<file path="src/rtl/pll_reset_sequencer.sv">
// -----------------------------------------------------------------------------
// pll_reset_sequencer
//
// Reset controller that sits in front of the 14x rPLL. It pulses the PLL's
// active-high RESET input and watches the PLL LOCK output. The system reset
// is released only after lock has stayed high for a programmable number of
// cycles. If lock is lost, the controller restarts the sequence on its own.
// Runs on the free-running input clock that also feeds the PLL.
//
// Optional feature macro: SF_PLL_LOCK_TIMEOUT_EN
//   defined   : WAIT gives up after TIMEOUT_CYCLES, re-pulses the PLL reset and
//               counts the event in a saturating 'retries' counter.
//   undefined : WAIT waits for lock indefinitely and 'retries' is tied to 0.
//
// Ports
//   clk          in   free-running input clock (PLL clkin)
//   reset_n      in   asynchronous active-low reset
//   pll_lock     in   PLL LOCK, asynchronous; synchronized internally
//   pll_restart  in   single-cycle synchronous request to restart the PLL
//   pll_reset    out  PLL RESET, active-high, high only in RST
//   sys_reset_n  out  active-low reset for the PLL clock domains, high only in RUN
//   locked       out  high only in RUN
//   retries      out  saturating count of lock timeouts (4 bits)
//   lock_lost    out  sticky flag, set when lock drops while in RUN
// -----------------------------------------------------------------------------
module pll_reset_sequencer #(
  parameter int RST_CYCLES     = 16,
  parameter int STABLE_CYCLES  = 1024,
  parameter int TIMEOUT_CYCLES = 65535,
  parameter int CNT_W          = 16
) (
  input  logic       clk,
  input  logic       reset_n,
  input  logic       pll_lock,
  input  logic       pll_restart,
  output logic       pll_reset,
  output logic       sys_reset_n,
  output logic       locked,
  output logic [3:0] retries,
  output logic       lock_lost
);

  typedef enum logic [1:0] {
    S_RST    = 2'd0,
    S_WAIT   = 2'd1,
    S_STABLE = 2'd2,
    S_RUN    = 2'd3
  } state_e;

  localparam logic [CNT_W-1:0] RST_LAST    = CNT_W'(RST_CYCLES - 1);
  localparam logic [CNT_W-1:0] STABLE_LAST = CNT_W'(STABLE_CYCLES - 1);

  // Elaboration-time guard on the parameter ranges the counter can honour.
  if ((RST_CYCLES < 2) || (STABLE_CYCLES < 1) || (TIMEOUT_CYCLES < 1) ||
      (CNT_W < 1) || (CNT_W < 31 && RST_CYCLES > (1 << CNT_W)) ||
      (CNT_W < 31 && STABLE_CYCLES > (1 << CNT_W))) begin : g_bad_params
    $error("pll_reset_sequencer: parameter out of legal range");
  end

  state_e           state_q, state_d;
  logic [CNT_W-1:0] cnt_q, cnt_d;
  logic             sync1_q, lock_s_q;
  logic             lock_lost_q, lock_lost_d;
  logic             pll_reset_q, sys_reset_n_q, locked_q;
  logic             restart_pulse;

`ifdef SF_PLL_LOCK_TIMEOUT_EN
  localparam logic [CNT_W-1:0] TIMEOUT_LAST = CNT_W'(TIMEOUT_CYCLES - 1);
  logic [3:0] retries_q, retries_d;
`endif

  // ---- lock synchronizer ----------------------------------------------------
  always_ff @(posedge clk or negedge reset_n) begin
    if (!reset_n) begin
      sync1_q  <= 1'b0;
      lock_s_q <= 1'b0;
    end else begin
      sync1_q  <= pll_lock;
      lock_s_q <= sync1_q;
    end
  end

  // ---- next-state / status logic --------------------------------------------
  always_comb begin
    state_d       = state_q;
    lock_lost_d   = lock_lost_q;
    restart_pulse = 1'b0;
`ifdef SF_PLL_LOCK_TIMEOUT_EN
    retries_d     = retries_q;
`endif
    if (pll_restart) begin
      // Restart beats every other transition and must also restart a pulse
      // already in progress, so the counter is cleared even when RST -> RST.
      state_d       = S_RST;
      restart_pulse = 1'b1;
    end else begin
      unique case (state_q)
        S_RST: begin
          if (cnt_q == RST_LAST) state_d = S_WAIT;
        end
        S_WAIT: begin
          if (lock_s_q) begin
            state_d = S_STABLE;
`ifdef SF_PLL_LOCK_TIMEOUT_EN
          end else if (cnt_q == TIMEOUT_LAST) begin
            state_d = S_RST;
            if (retries_q != 4'hF) retries_d = retries_q + 4'd1;
`endif
          end
        end
        S_STABLE: begin
          if (!lock_s_q)                state_d = S_WAIT;
          else if (cnt_q == STABLE_LAST) state_d = S_RUN;
        end
        S_RUN: begin
          if (!lock_s_q) begin
            state_d     = S_RST;
            lock_lost_d = 1'b1;
          end
        end
        default: state_d = S_RST;
      endcase
    end

    if ((state_d != state_q) || restart_pulse) cnt_d = '0;
    else                                       cnt_d = cnt_q + 1'b1;
  end

  // ---- state, counter and registered outputs --------------------------------
  // Outputs are flops loaded from the next state, so they always equal a
  // decode of the current state without any combinational glitching.
  always_ff @(posedge clk or negedge reset_n) begin
    if (!reset_n) begin
      state_q       <= S_RST;
      cnt_q         <= '0;
      lock_lost_q   <= 1'b0;
      pll_reset_q   <= 1'b1;
      sys_reset_n_q <= 1'b0;
      locked_q      <= 1'b0;
    end else begin
      state_q       <= state_d;
      cnt_q         <= cnt_d;
      lock_lost_q   <= lock_lost_d;
      pll_reset_q   <= (state_d == S_RST);
      sys_reset_n_q <= (state_d == S_RUN);
      locked_q      <= (state_d == S_RUN);
    end
  end

`ifdef SF_PLL_LOCK_TIMEOUT_EN
  always_ff @(posedge clk or negedge reset_n) begin
    if (!reset_n) retries_q <= 4'd0;
    else          retries_q <= retries_d;
  end
  assign retries = retries_q;
`else
  assign retries = 4'd0;
`endif

  assign pll_reset   = pll_reset_q;
  assign sys_reset_n = sys_reset_n_q;
  assign locked      = locked_q;
  assign lock_lost   = lock_lost_q;

endmodule

</file>
<file path="config.mk">
export PLATFORM = sky130hd
export DESIGN_NAME = pll_reset_sequencer
export DESIGN_NICKNAME = d
export VERILOG_FILES = /design/src/rtl/pll_reset_sequencer.sv
export SDC_FILE = /design/constraint.sdc
export NUM_CORES = 1
export LEC_CHECK = 0
export CAP_MARGIN = 30
export CORE_MARGIN = 4
export CORE_UTILIZATION = 55
export DETAILED_ROUTE_END_ITERATION = 12
export PLACE_DENSITY = 0.77
export SLEW_MARGIN = 0
export SYNTH_ARGS = -nofsm -noshare
export SYNTH_HDL_FRONTEND = slang
export SYNTH_SLANG_ARGS = --single-unit
</file>
<file path="constraint.sdc">
create_clock -name clk -period 2.25 [get_ports clk]
set_clock_uncertainty 0.2 [all_clocks]
set_input_delay 0.3375 -clock clk [delete_from_list [all_inputs] [get_ports clk]]
set_output_delay 0.3375 -clock clk [all_outputs]
set_load 0.005 [all_outputs]
</file>
Word level (Yosys, flattened, before mapping)
Index checks and enable logic that the tools add are counted.

cells by class
  add/subtract/negate cells = 1
  equal/unequal tests = 7
  muxes and demuxes = 9
  bitwise logic cells = 2
  reductions and logical operators = 4

operator list
  kind                                              count
  adder 16 x 1 -> 16 bit (second input constant)    1
  == test 16 x 10 -> 1 bit (second input constant)  1
  == test 16 x 4 -> 1 bit (second input constant)   1
  2-to-1 mux 16 bit                                 1
  2-to-1 mux 2 bit                                  6
  one-hot mux 2 bit (4 select lines)                1
  == test 2 bit (second input constant)             3
  zero test 2 bit                                   2
  AND reduction 3 bit                               1
  == test 2 x 1 -> 1 bit (second input constant)    1
  != test 2 bit                                     1
  NOT 1 bit                                         2
  logical OR 1 bit                                  1
  2-to-1 mux 1 bit                                  1

word-level totals
  register bits after elaboration = 23
  output and inout port bits = 8

Longest topological paths before layout
Gate-level depths: netlist of the first run.

  depth in word-level cells = 8
  depth in mapped cells = 6
  gate-level depth less buffers = 5

Worst setup path after synthesis of the first run
No wires, ideal clock.

  kind = register -> register
  start point = reg cnt_q[0]
  end point = reg cnt_q[0]
  setup time = 144 ps
  arrival time = 1399 ps
  data required time = 1906 ps
  path slack = 506 ps
  stages on the path, launching flop included = 6
  clock period less this slack = 1744 ps
  path through = dfrtp_1 > ha_1 > and3_1 > nand4_1 > a21oi_1 > a211oi_1

on the way
  cells in the longest elaborated chain, start to end = 8
  elaborated cells between the ends (all ways) = 11
  those cells by class = add/sub: 1; eq/ne: 3; mux: 6; reduce/logical: 1

ends and longest elaborated chain
  item                                line  RTL
  from (decl)                         61    logic [CNT_W-1:0] cnt_q, cnt_d;
  from (signal assigned)              142   cnt_q <= cnt_d;
  == test 16 x 10 -> 1 bit            113   else if (cnt_q == STABLE_LAST) state_d = S_RUN;
  2-to-1 mux 2 bit                    113
  2-to-1 mux 2 bit                    112   if (!lock_s_q) state_d = S_WAIT;
  one-hot mux 2 bit (4 select lines)  97    unique case (state_q)
  2-to-1 mux 2 bit                    91    if (pll_restart) begin
  != test 2 bit                       125   if ((state_d != state_q) || restart_pulse) cnt_d = '0;
  logical OR 1 bit                    125
  2-to-1 mux 16 bit (*)               125
  via cnt_d[0]                        61

Mark *: on every way through the listed nets, which the timed path passes. The rest lies on a longest branch.
A chain may end at the register's enable or synchronous reset.

Final worst setup path of the first run
  start point = reg pll_reset_q (netlist: pll_reset)
  end point = out pll_reset

RTL lines
  item                    line  RTL
  from (decl)             64    logic pll_reset_q, sys_reset_n_q, locked_q;
  from (signal assigned)  144   pll_reset_q <= (state_d == S_RST);
  to (decl)               36    output logic pll_reset,

No word-level cell between the ends.

==> results of run 1 <==
## logic make-up (layout without fill, tap and decap cells)
family                   count (synthesis)  count (layout)  synth area share [%]
other                                    1               4                 0.319
adder cells (fa/ha/maj)                  1               1                  1.06
AND/OR/NAND/NOR                         50              50                  24.0
XOR/XNOR                                14              14                  10.4
flip-flops                              23              23                  49.0
AO/OA/AOI/OAI                           15              15                  8.61
buffers and inverters                   13              19                  6.59
## sequential cells by signal, summed over array words and instances (netlist names)
| register | count |
|---|---|
| cnt_q | 16 |
| state_q | 2 |
| lock_lost | 1 |
| lock_s_q | 1 |
| locked | 1 |
| pll_reset | 1 |
| sync1_q | 1 |
## per-stage QoR
step / area (um^2) / hold slack [ns] / power (mW)
floorplan: 1190 / -0.158 / 0.453
global placement: 1260 / 0.136 / 0.464
detailed placement: 1260 / 0.147 / 0.465
CTS: 1290 / 0.158 / 0.661
global route: 1290 / 0.167 / 0.679
finish: 1290 / 0.155 / 0.651
## synthesized netlist by cell type, types with 2 or more instances
library cell	n
a211oi_1	8
a21oi_1	4
and3_1	3
buf_4	5
dfrtp_1	22
inv_1	5
nand2_1	6
nand3_1	6
nand4_1	3
nor2_1	11
nor3_1	4
nor4_1	7
or3_1	2
xnor2_1	12
xor2_1	2
## power by group
part | total [mW] | internal (mW) | switching [mW]
Sequential | 0.426 | 0.420 | 0.00602
Clock | 0.194 | 0.0677 | 0.127
Combinational | 0.0313 | 0.0120 | 0.0193
Total | 0.651 | 0.499 | 0.152
## cell usage in the layout, fill, tap and decap left out
cell / count
a211oi_1: 8
a21o_1: 1
a21oi_1: 4
a31o_2: 1
and2_1: 1
and3_1: 3
and4_2: 1
buf_4: 3
clkbuf_4: 3
clkdlybuf4s50_1: 7
clkinvlp_4: 1
conb_1: 4
dfrtp_1: 22
dfstp_2: 1
ha_1: 1
inv_1: 5
nand2_1: 6
nand3_1: 6
nand3b_1: 1
nand4_1: 3
nand4_4: 1
nor2_1: 11
nor2b_1: 1
nor3_1: 4
nor3b_1: 1
nor4_1: 7
nor4bb_1: 1
o21ai_0: 1
or2_2: 1
or3_1: 2
xnor2_1: 12
xor2_1: 2
## per-layer routing
| metal | up-vias | GRT usage, % | part of all wire [%] |
|---|---|---|---|
| met2 | 20 | 23.1 | 47 |
| li1 | 425 | - | - |
| met1 | 397 | 23.2 | 48 |
| met4 | 0 | 6.22 | 0.52 |
| met3 | 2 | 3.27 | 4.6 |
| met5 | - | 0 | 0 |
## final cells by class
type                       instances  area share [%]
clock buffer                       3            1.75
clock inverter                     1           0.584
timing repair buffer              10            7.20
inverter                           5            1.46
multi-input combinational         84            41.5
sequential                        23            44.8
tap                               27            2.63
## path summary, 6_finish.rpt
check                      depth (start not counted)   endpoint       from
max in group asynchronous                          2  pll_reset    reset_n
max reg2reg                                        4  cnt_q[15]   cnt_q[6]
min reg2reg                                        0   lock_s_q    sync1_q
min in group clk                                   0   lock_s_q    sync1_q
max                                                1  pll_reset  pll_reset
min                                                2  lock_lost    reset_n
==> summary.txt, run 1 <==
Floorplanning
  • Total core area: 2000 um^2
  • Rows: 16
  • Die area: 2940 um^2
  • Effective utilization at floorplan: 58.8%
  • Boundary pin count: 12
  • Die Span X: 54.3 um
  • Die H: 54.3 um

STA
  • Max Slew Vio Count: 0
  • Fin. Hold Viols: 0
  • Max_slew headroom: 65.9%
  • Post-route clock period utilization: 83.0%
  • Setup Viol. Count Final: 0
  • Worst-margin pin slew: 0.511 ns
  • Setup TNS: 0 ns
  • RSZ-0062 raised after global routing: false
  • Peak Freq: 0.535 GHz
  • Tmin final: 1.87 ns
  • Setup ws final: 0.382 ns

Drt
  • Vias: 844
  • Post-route DRC: 0
  • Wirelength per Cell: 12.5 um
  • Initial drt markers: 21
  • Drt first pass iters: 4
  • Antenna-violating nets left: 0
  • WL final: 1910 um
  • Via/cell ratio: 5.52

Global route
  • Total grt overflow: 0
  • Tot GR Track Use: 15.9%
  • Initial antenna violation count: 0
  • First-pass GRT wire length: 3370 um
  • Vias in the first global route: 727
  • Largest net degree at the start of global routing: 24

Placement
  • Dpl ws: 0.361 ns
  • Detail Placement HPWL: 1370 um
  • Number of cells after detailed placement: 149
  • Routability cong.: 0.815
  • Port bufs: 7

Setup path
  • Crit path kind: reg2out
  • Worst R2R Setup Slack: 0.40 ns
  • WP data required: 1.71 ns
  • CP Cell Sequence: clkdlybuf4s50_1
  • CP Capture Type: primary output
  • Cell family with most CP delay: flip-flops
  • Max stage delay on crit path: 0.54 ns
  • Critical-path maximum fanout: 1
  • Critical Path Start Type: flop
  • WP buf/inv: 1
  • Worst path slowest cell: dfstp_2
  • Worst path arrival time: 1.33 ns

CTS
  • Worst-path clk slew: 0.13 ns
  • Setup bufs post-CTS: 0
  • Worst-Skew Late Latency: 0.31 ns
  • Hold buffers post-CTS: 0
  • # resized after CTS: 0
  • Inserted Clock Buffers: 3
  • CTS tree: built
  • CTS Root Cell: clkbuf_4
  • Clock buffer depth: 2
  • Htree depth: 1
  • Clk sinks: 23

Logic synthesis
  • Yosys reg bits: 23
  • Post-synth cell types: 32
  • Top cells by area, synth: dfrtp_1 (47%), xnor2_1 (8.9%), a211oi_1 (5.1%)
  • Post-synth EDFFs: 0
  • Main flop type after synthesis: dfrtp_1
  • Post-synth ARST share: 100%
  • Largest area contributor in the netlist: dfrtp_1
  • Mean Syn Cell Area: 10.1 um^2
  • Share of the yosys chip area belonging to registers: 49.0%
  • Yosys top cell area share: 46.8%
  • Mapped Cells: 117
  • Total of warnings raised by yosys: 0
  • Netlist Area Pre-Place: 1180 um^2

Run status
  • Status: finished, final reports clean

Final layout
  • Finished Layout Cells: 153
  • Multi-input gate area: 534 um^2
  • Register area: 577 um^2
  • Final Core Density: 64.3%
  • FILL cells: 170
  • Nets: 132
  • N_diodes: 0
  • Synth-to-Final Area Change: 9.25%
  • Fraction of layout cells with a size suffix above 1: 9.52%

Worst hold path
  • Worst Hold Class: in2async

Run
  • MaxCap Viol Count: 0

Pwr
  • Peak supply drop: 527 uV
  • Lkg Pwr: 0.514 nW
  • Power Density: 506 nW/um^2
No activity file was read; power rests on OpenSTA's default activity.
==> inputs of run 2 (changes only) <==
Settings changed: CORE_UTILIZATION 55 to 49, PLACE_DENSITY 0.77 to 0.72.
Clock period 2.25 ns to 1.6 ns, I/O delays scaled along.
==> run 2 against run 1 <==
  * The flow now finishes with violations (setup timing)
  * First-iteration DRC count up 19%
  * Die area up 10%
  * Critical path type is now reg2reg
  * Hold slack worse by 0.10 ns
  * Final cell count up 19%
  * Setup slack worse by 0.73 ns
  * Design area up 34%
  * Sequential power up 41%
  * Combinational power up 140%
==> summary.txt, run 2 (synthesis results as in run 1) <==
Run status
  • Status: finished with violations
  • Failing checks: setup timing

Final layout
  • Most frequent cells in the layout: buf_4 (24), dfrtp_1 (16), xnor2_1 (12), nor2_1 (10)
  • Reg with most FFs: cnt_q
  • Max reg flops: 16 (unchanged)
  • Fraction of layout cells with a size suffix above 1: 46.8% (+37 points)
  • Largest regs: cnt_q: 16 flops, state_q: 2 flops
  • Final Cell Area: 1720 um^2 (+34%)
  • Most common cell after layout, fill and taps aside: buf_4
  • N_diodes: 0 (unchanged)
  • Multi-input gate area: 701 um^2 (+31%)
  • FILL cells: 144 (-15%)
  • Nets: 160 (+21%)
  • Synth-to-Final Area Change: 46.0%
  • Finished Layout Cells: 182 (+19%)
  • Final Core Density: 76.2% (+12 points)
  • Register area: 584 um^2 (+1.3%)

Drt
  • Post-route DRC: 0 (unchanged)
  • Vias: 1054 (+25%)
  • Drt first pass iters: 4 (unchanged)
  • WL final: 3280 um (+72%)
  • Initial drt markers: 25 (+19%)
  • Antenna-violating nets left: 0 (unchanged)
  • Via/cell ratio: 5.79 (+5.0%)
  • Wirelength per Cell: 18.0 um (+45%)

Floorplanning
  • Total core area: 2250 um^2 (+13%)
  • Die Span X: 57.0 um (+5.1%)
  • Die area: 3250 um^2 (+10%)
  • Effective utilization at floorplan: 52.2% (-6.6 points)
  • Die H: 57.0 um (+5.1%)
  • Boundary pin count: 12 (unchanged)
  • Rows: 17 (+1)

Setup path
  • Worst path slowest cell: dfrtp_1
  • Cell family with most CP delay: simple AND/OR/NAND/NOR gates
  • Crit path kind: reg2reg
  • R2R cell count: 5 (+1)
  • Max stage delay on crit path: 0.45 ns (-0.09 ns)
  • Worst path arrival time: 1.96 ns (+0.63 ns)
  • WP buf/inv: 1 (unchanged)
  • CP Cell Sequence: nor4bb_1, nand4_1, a21oi_4, buf_12, a211oi_2
  • CP Capture Type: flop
  • Critical R2R Launch: cnt_q[11]
  • Critical path startpoint: cnt_q[11]
  • Critical Path Start Type: flop
  • Critical-path maximum fanout: 8 (+7)
  • WP data required: 1.61 ns (-0.10 ns)
  • Worst path depth: 5 (+4)

Placement
  • Routability cong.: 0.852 (+4.5%)
  • Dpl ws: -0.121 ns (-0.483 ns)
  • Post-placement cell area: 1450 um^2 (+15%)
  • Port bufs: 7 (unchanged)
  • Number of cells after detailed placement: 169 (+13%)
  • Detail Placement HPWL: 1810 um (+32%)

CTS
  • Htree depth: 1 (unchanged)
  • Inserted Clock Buffers: 3 (unchanged)
  • CTS tree: built
  • CTS Root Cell: clkbuf_4
  • Worst-Skew Late Latency: 0.32 ns (about the same)
  • Worst-path clk slew: 0.14 ns (about the same)
  • Clk sinks: 23 (unchanged)
  • Hold buffers post-CTS: 0 (unchanged)
  • Clock buffer depth: 2 (unchanged)

STA
  • Setup Viol. Count Final: 14 (+14)
  • Max Slew Vio Count: 0 (unchanged)
  • Tmin final: 1.95 ns
  • Setup ws final: -0.350 ns (-0.732 ns)
  • Post-route clock period utilization: 122%
  • Fin. Hold Viols: 0 (unchanged)
  • RSZ-0062 raised after global routing: true
  • Peak Freq: 0.513 GHz
  • Hold WS: 0.0501 ns (-0.105 ns)
  • Setup TNS: -3.56 ns (-3.56 ns)

Run
  • MaxCap Viol Count: 0 (unchanged)

Global route
  • Initial antenna violation count: 0 (unchanged)
  • Largest net degree at the start of global routing: 24 (unchanged)
  • Total grt overflow: 0 (unchanged)
  • Vias in the first global route: 936 (+29%)
  • Tot GR Track Use: 17.6% (+1.7 points)
  • First-pass GRT wire length: 4430 um (+32%)

Pwr
  • Overall Power: 0.961 mW (+48%)
  • Lkg Pwr: 0.736 nW (+43%)
  • Peak supply drop: 567 uV (+7.6%)
  • Power Density: 559 nW/um^2 (+10%)

Worst hold path
  • Worst Hold Class: in2async
## run 2: changes by cell type in the layout (fill, tap and decap cells not counted), sizes merged
cell	before	now
buf	3	31
dlygate4sd2	0	4
clkdlybuf4s50	7	3
## run 2: final timing paths
kind / to / slack, ns
max: cnt_q[4] / -0.35
min: cnt_q[7] / 0.05
max reg2reg: cnt_q[4] / -0.35
min reg2reg: lock_s_q / 0.19
max in group asynchronous: pll_reset / 0.93
min in group clk: sync1_q / 0.16
## run 2: worst reg2reg max path: cells and delay by family (launching register included)
family / cells / cell delay [ns]
AO/OA/AOI/OAI: 2 / 0.32
buffers and inverters: 1 / 0.15
flip-flops: 1 / 0.45
AND/OR/NAND/NOR: 2 / 0.72
## run 2: cell type report
cell class                      instances  share of cell area (%)
Multi-Input combinational cell         84                    40.8
Clock inverter                          1                   0.437
Clock buffer                            3                    1.31
Tap cell                               28                    2.04
Timing Repair Buffer                   38                    20.4
Inverter                                5                    1.09
Sequential cell                        23                    34.0
## run 2: timing repair
action                                  CTS  global route
setup buffers                             1             7
endpoints found under the setup margin   20            18
gates resized for setup                  10            35
cloned                                    0             1
pin swaps                                 1            13
## run 2: where the power goes
group          internal, mW  switching [mW]  leakage, nW  total [mW]
sequential            0.590         0.00984        0.301       0.600
clock                0.0955           0.191       0.0139       0.286
combinational        0.0359          0.0388        0.421      0.0747
total                 0.722           0.240        0.736       0.961
## run 2: routing by layer
metal,track usage [%],wire (um),vias to the layer above
met4,5.30,159,0
met2,28.7,1690,38
met5,0,0,-
met1,23.8,1290,519
met3,3.17,138,16
li1,-,-,481
==> inputs of run 3 (changes only) <==
Settings changed: CORE_MARGIN 4 to 3, CORE_UTILIZATION 49 to 40, PLACE_DENSITY 0.72 to 0.61.
==> run 3 against run 2 <==
  * The run still ends with setup timing left
  * Sequential cell count is the same
  * Critical path depth did not move
  * Sequential share of layout area fell by 0.51 points
  * Combinational power increased by 5.9%
  * Clock power is 2% lower
  * Routed wire length is 14% lower
  * Setup slack better by 0.25 ns
  * Core utilization down 13 points
  * Largest cell class unchanged
==> summary.txt, run 3 (synthesis results as in run 1) <==
CTS
  • CTS tree: built
  • CTS Root Cell: clkbuf_4
  • Clock buffer depth: 2 (unchanged)
  • Htree depth: 1 (unchanged)
  • Worst-path clk slew: 0.14 ns (about the same)
  • Worst-Skew Late Latency: 0.32 ns (about the same)
  • Clk sinks: 23 (unchanged)
  • Hold buffers post-CTS: 0 (unchanged)
  • Inserted Clock Buffers: 3 (unchanged)

STA
  • Setup TNS: -0.943 ns (+2.62 ns)
  • Tmin final: 1.70 ns (-0.249 ns)
  • Fin. Hold Viols: 0 (unchanged)
  • Hold WS: 0.0515 ns (+0.00136 ns)
  • Setup ws final: -0.100 ns (+0.249 ns)
  • Peak Freq: 0.588 GHz (+15%)
  • Post-route clock period utilization: 106% (-16 points)
  • Setup Viol. Count Final: 13 (-1)
  • Max Slew Vio Count: 0 (unchanged)
  • RSZ-0062 raised after global routing: true

Final layout
  • FILL cells: 226 (+57%)
  • Most common cell after layout, fill and taps aside: buf_4
  • Most frequent cells in the layout: buf_4 (28), dfrtp_1 (15), xnor2_1 (12), nor2_1 (11), a211oi_2 (8)
  • Finished Layout Cells: 189 (+3.8%)
  • Max reg flops: 16 (unchanged)
  • Largest regs: cnt_q: 16 flops, state_q: 2 flops
  • Nets: 164 (+2.5%)
  • Final Core Density: 62.9% (-13 points)
  • N_diodes: 0 (unchanged)
  • Fraction of layout cells with a size suffix above 1: 48.1% (+1.3 points)
  • Reg with most FFs: cnt_q
  • Final Cell Area: 1750 um^2 (+1.7%)
  • Synth-to-Final Area Change: 48.6%

Pwr
  • Peak supply drop: 449 uV (-21%)
  • Sw frac: 24.8% (-0.14 points)
  • Psw: 0.238 mW (-0.72%)
  • Int Pwr: 0.722 mW (about the same)
  • Power Density: 549 nW/um^2 (-1.9%)
  • Sequential Power Share: 62.4% (about the same)
  • Lkg Pwr: 0.770 nW (+4.6%)
  • Clock network power share: 29.3% (-0.5 points)
  • Comb pwr share: 8.2% (+0.4 points)
  • Overall Power: 0.960 mW (-0.17%)

Global route
  • Tot GR Track Use: 17.6% (+0.078 points)
  • GRT met3 Usage: 3.24% (+0.072 points)
  • M2 GR Usage: 29.6% (+0.92 points)
  • Total grt overflow: 0 (unchanged)
  • Busiest layer in global routing: met2
  • Met1 Resource Use GR: 21.4% (-2.4 points)
  • Vias in the first global route: 1057 (+13%)
  • Initial antenna violation count: 0 (unchanged)
  • First-pass GRT wire length: 4690 um (+5.9%)
  • Largest net degree at the start of global routing: 24 (unchanged)

Placement
  • Port bufs: 7 (unchanged)
  • Number of cells after detailed placement: 178 (+5.3%)
  • Detail Placement HPWL: 1840 um (+1.6%)
  • Post-placement cell area: 1480 um^2 (+2.5%)
  • Routability cong.: 0.800 (-6.0%)
  • Dpl ws: -0.133 ns (-0.0113 ns)

Worst hold path
  • Worst Hold Class: in2async

Setup path
  • CP Cell Sequence: buf_4, nand3_2, or3_4, or3_1, a21oi_1
  • Worst R2R Setup Slack: -0.10 ns (+0.25 ns)
  • Max stage delay on crit path: 0.42 ns (-0.03 ns)
  • Critical path endpoint: cnt_q[15]
  • WP data required: 1.66 ns (+0.05 ns)
  • Critical-path maximum fanout: 2 (-6)
  • CP Capture Type: flop
  • Worst path arrival time: 1.76 ns (-0.20 ns)
  • R2r endpoint: cnt_q[15]
  • WP buf/inv: 1 (unchanged)
  • Cell family with most CP delay: simple AND/OR/NAND/NOR gates
  • Worst path depth: 5 (unchanged)
  • Critical R2R Launch: cnt_q[1]
  • R2R cell count: 5 (unchanged)
  • Worst path slowest cell: dfrtp_1
  • Crit path kind: reg2reg
  • Critical Path Start Type: flop
  • Critical path startpoint: cnt_q[1]

Drt
  • Antenna-violating nets left: 0 (unchanged)
  • Vias: 994 (-5.7%)
  • Via/cell ratio: 5.26 (-9.2%)
  • Wirelength per Cell: 15.0 um (-17%)
  • Initial drt markers: 23 (-8.0%)
  • Post-route DRC: 0 (unchanged)
  • Drt first pass iters: 4 (unchanged)
  • WL final: 2840 um (-14%)

Floorplanning
  • Rows: 19 (+2)
  • Die H: 60.3 um (+5.7%)
  • Die area: 3630 um^2 (+12%)
  • Die Span X: 60.3 um (+5.7%)
  • Boundary pin count: 12 (unchanged)
  • Effective utilization at floorplan: 42.3% (-9.9 points)
  • Total core area: 2780 um^2 (+23%)

Run
  • MaxCap Viol Count: 0 (unchanged)

Run status
  • Failing checks: setup timing
  • Status: finished with violations
[run 3: cell types whose count changed in the layout (fill, tap and decap cells not counted), moves of 2 or more]
cell	previous run	this run
nor4_2	4	1
nand2_2	2	0
buf_12	3	1
buf_4	24	28
a211oi_1	2	0
nor4_4	2	5
nand2_1	4	6
buf_6	4	6
nand3_2	1	3
a211oi_2	6	8
[run 3: worst reg2reg max path, stage by stage, from the launching register on]
cell	delay, ns
dfrtp_1	0.42
buf_4	0.14
nand3_2	0.08
or3_4	0.38
or3_1	0.31
a21oi_1	0.12
[run 3: worst min path at each step]
| stage | from | endpoint |
|---|---|---|
| floorplan | reset_n | cnt_q[0] |
| global placement | sync1_q | lock_s_q |
| detailed placement | sync1_q | lock_s_q |
| CTS | reset_n | locked |
| global route | reset_n | locked |
| finish | reset_n | cnt_q[15] |
[run 3: layer usage]
metal  vias up  share of wire, %
li1        486                 -
met5         -                 0
met4         0               2.0
met2        13                48
met1       489                48
met3         6               2.1
[run 3: timing repair]
action,in CTS,in global routing
hold endpoints to repair,0,0
gates resized for setup,30,15
buffers inserted,4,2
setup endpoints to repair,19,18
gates cloned,1,0
pin swaps,8,14
[run 3: power groups by stage]
stage | clock network [mW] | registers [mW] | logic [mW]
after floorplan | 0 | 0.607 | 0.0304
after global placement | 0 | 0.607 | 0.0668
after global routing | 0.314 | 0.600 | 0.0878
after CTS | 0.286 | 0.597 | 0.0754
after detailed placement | 0 | 0.608 | 0.0689
final | 0.281 | 0.599 | 0.0791
[run 3: layout make-up]
cell class | count | area, um^2 | area share (%)
clock buffer | 3 | 22.5 | 1.29
clock inverter | 1 | 5.00 | 0.286
inverter | 5 | 18.8 | 1.07
multi-input combinational | 84 | 716 | 40.9
sequential | 23 | 586 | 33.5
tap | 31 | 38.8 | 2.22
timing repair buffer | 42 | 363 | 20.7
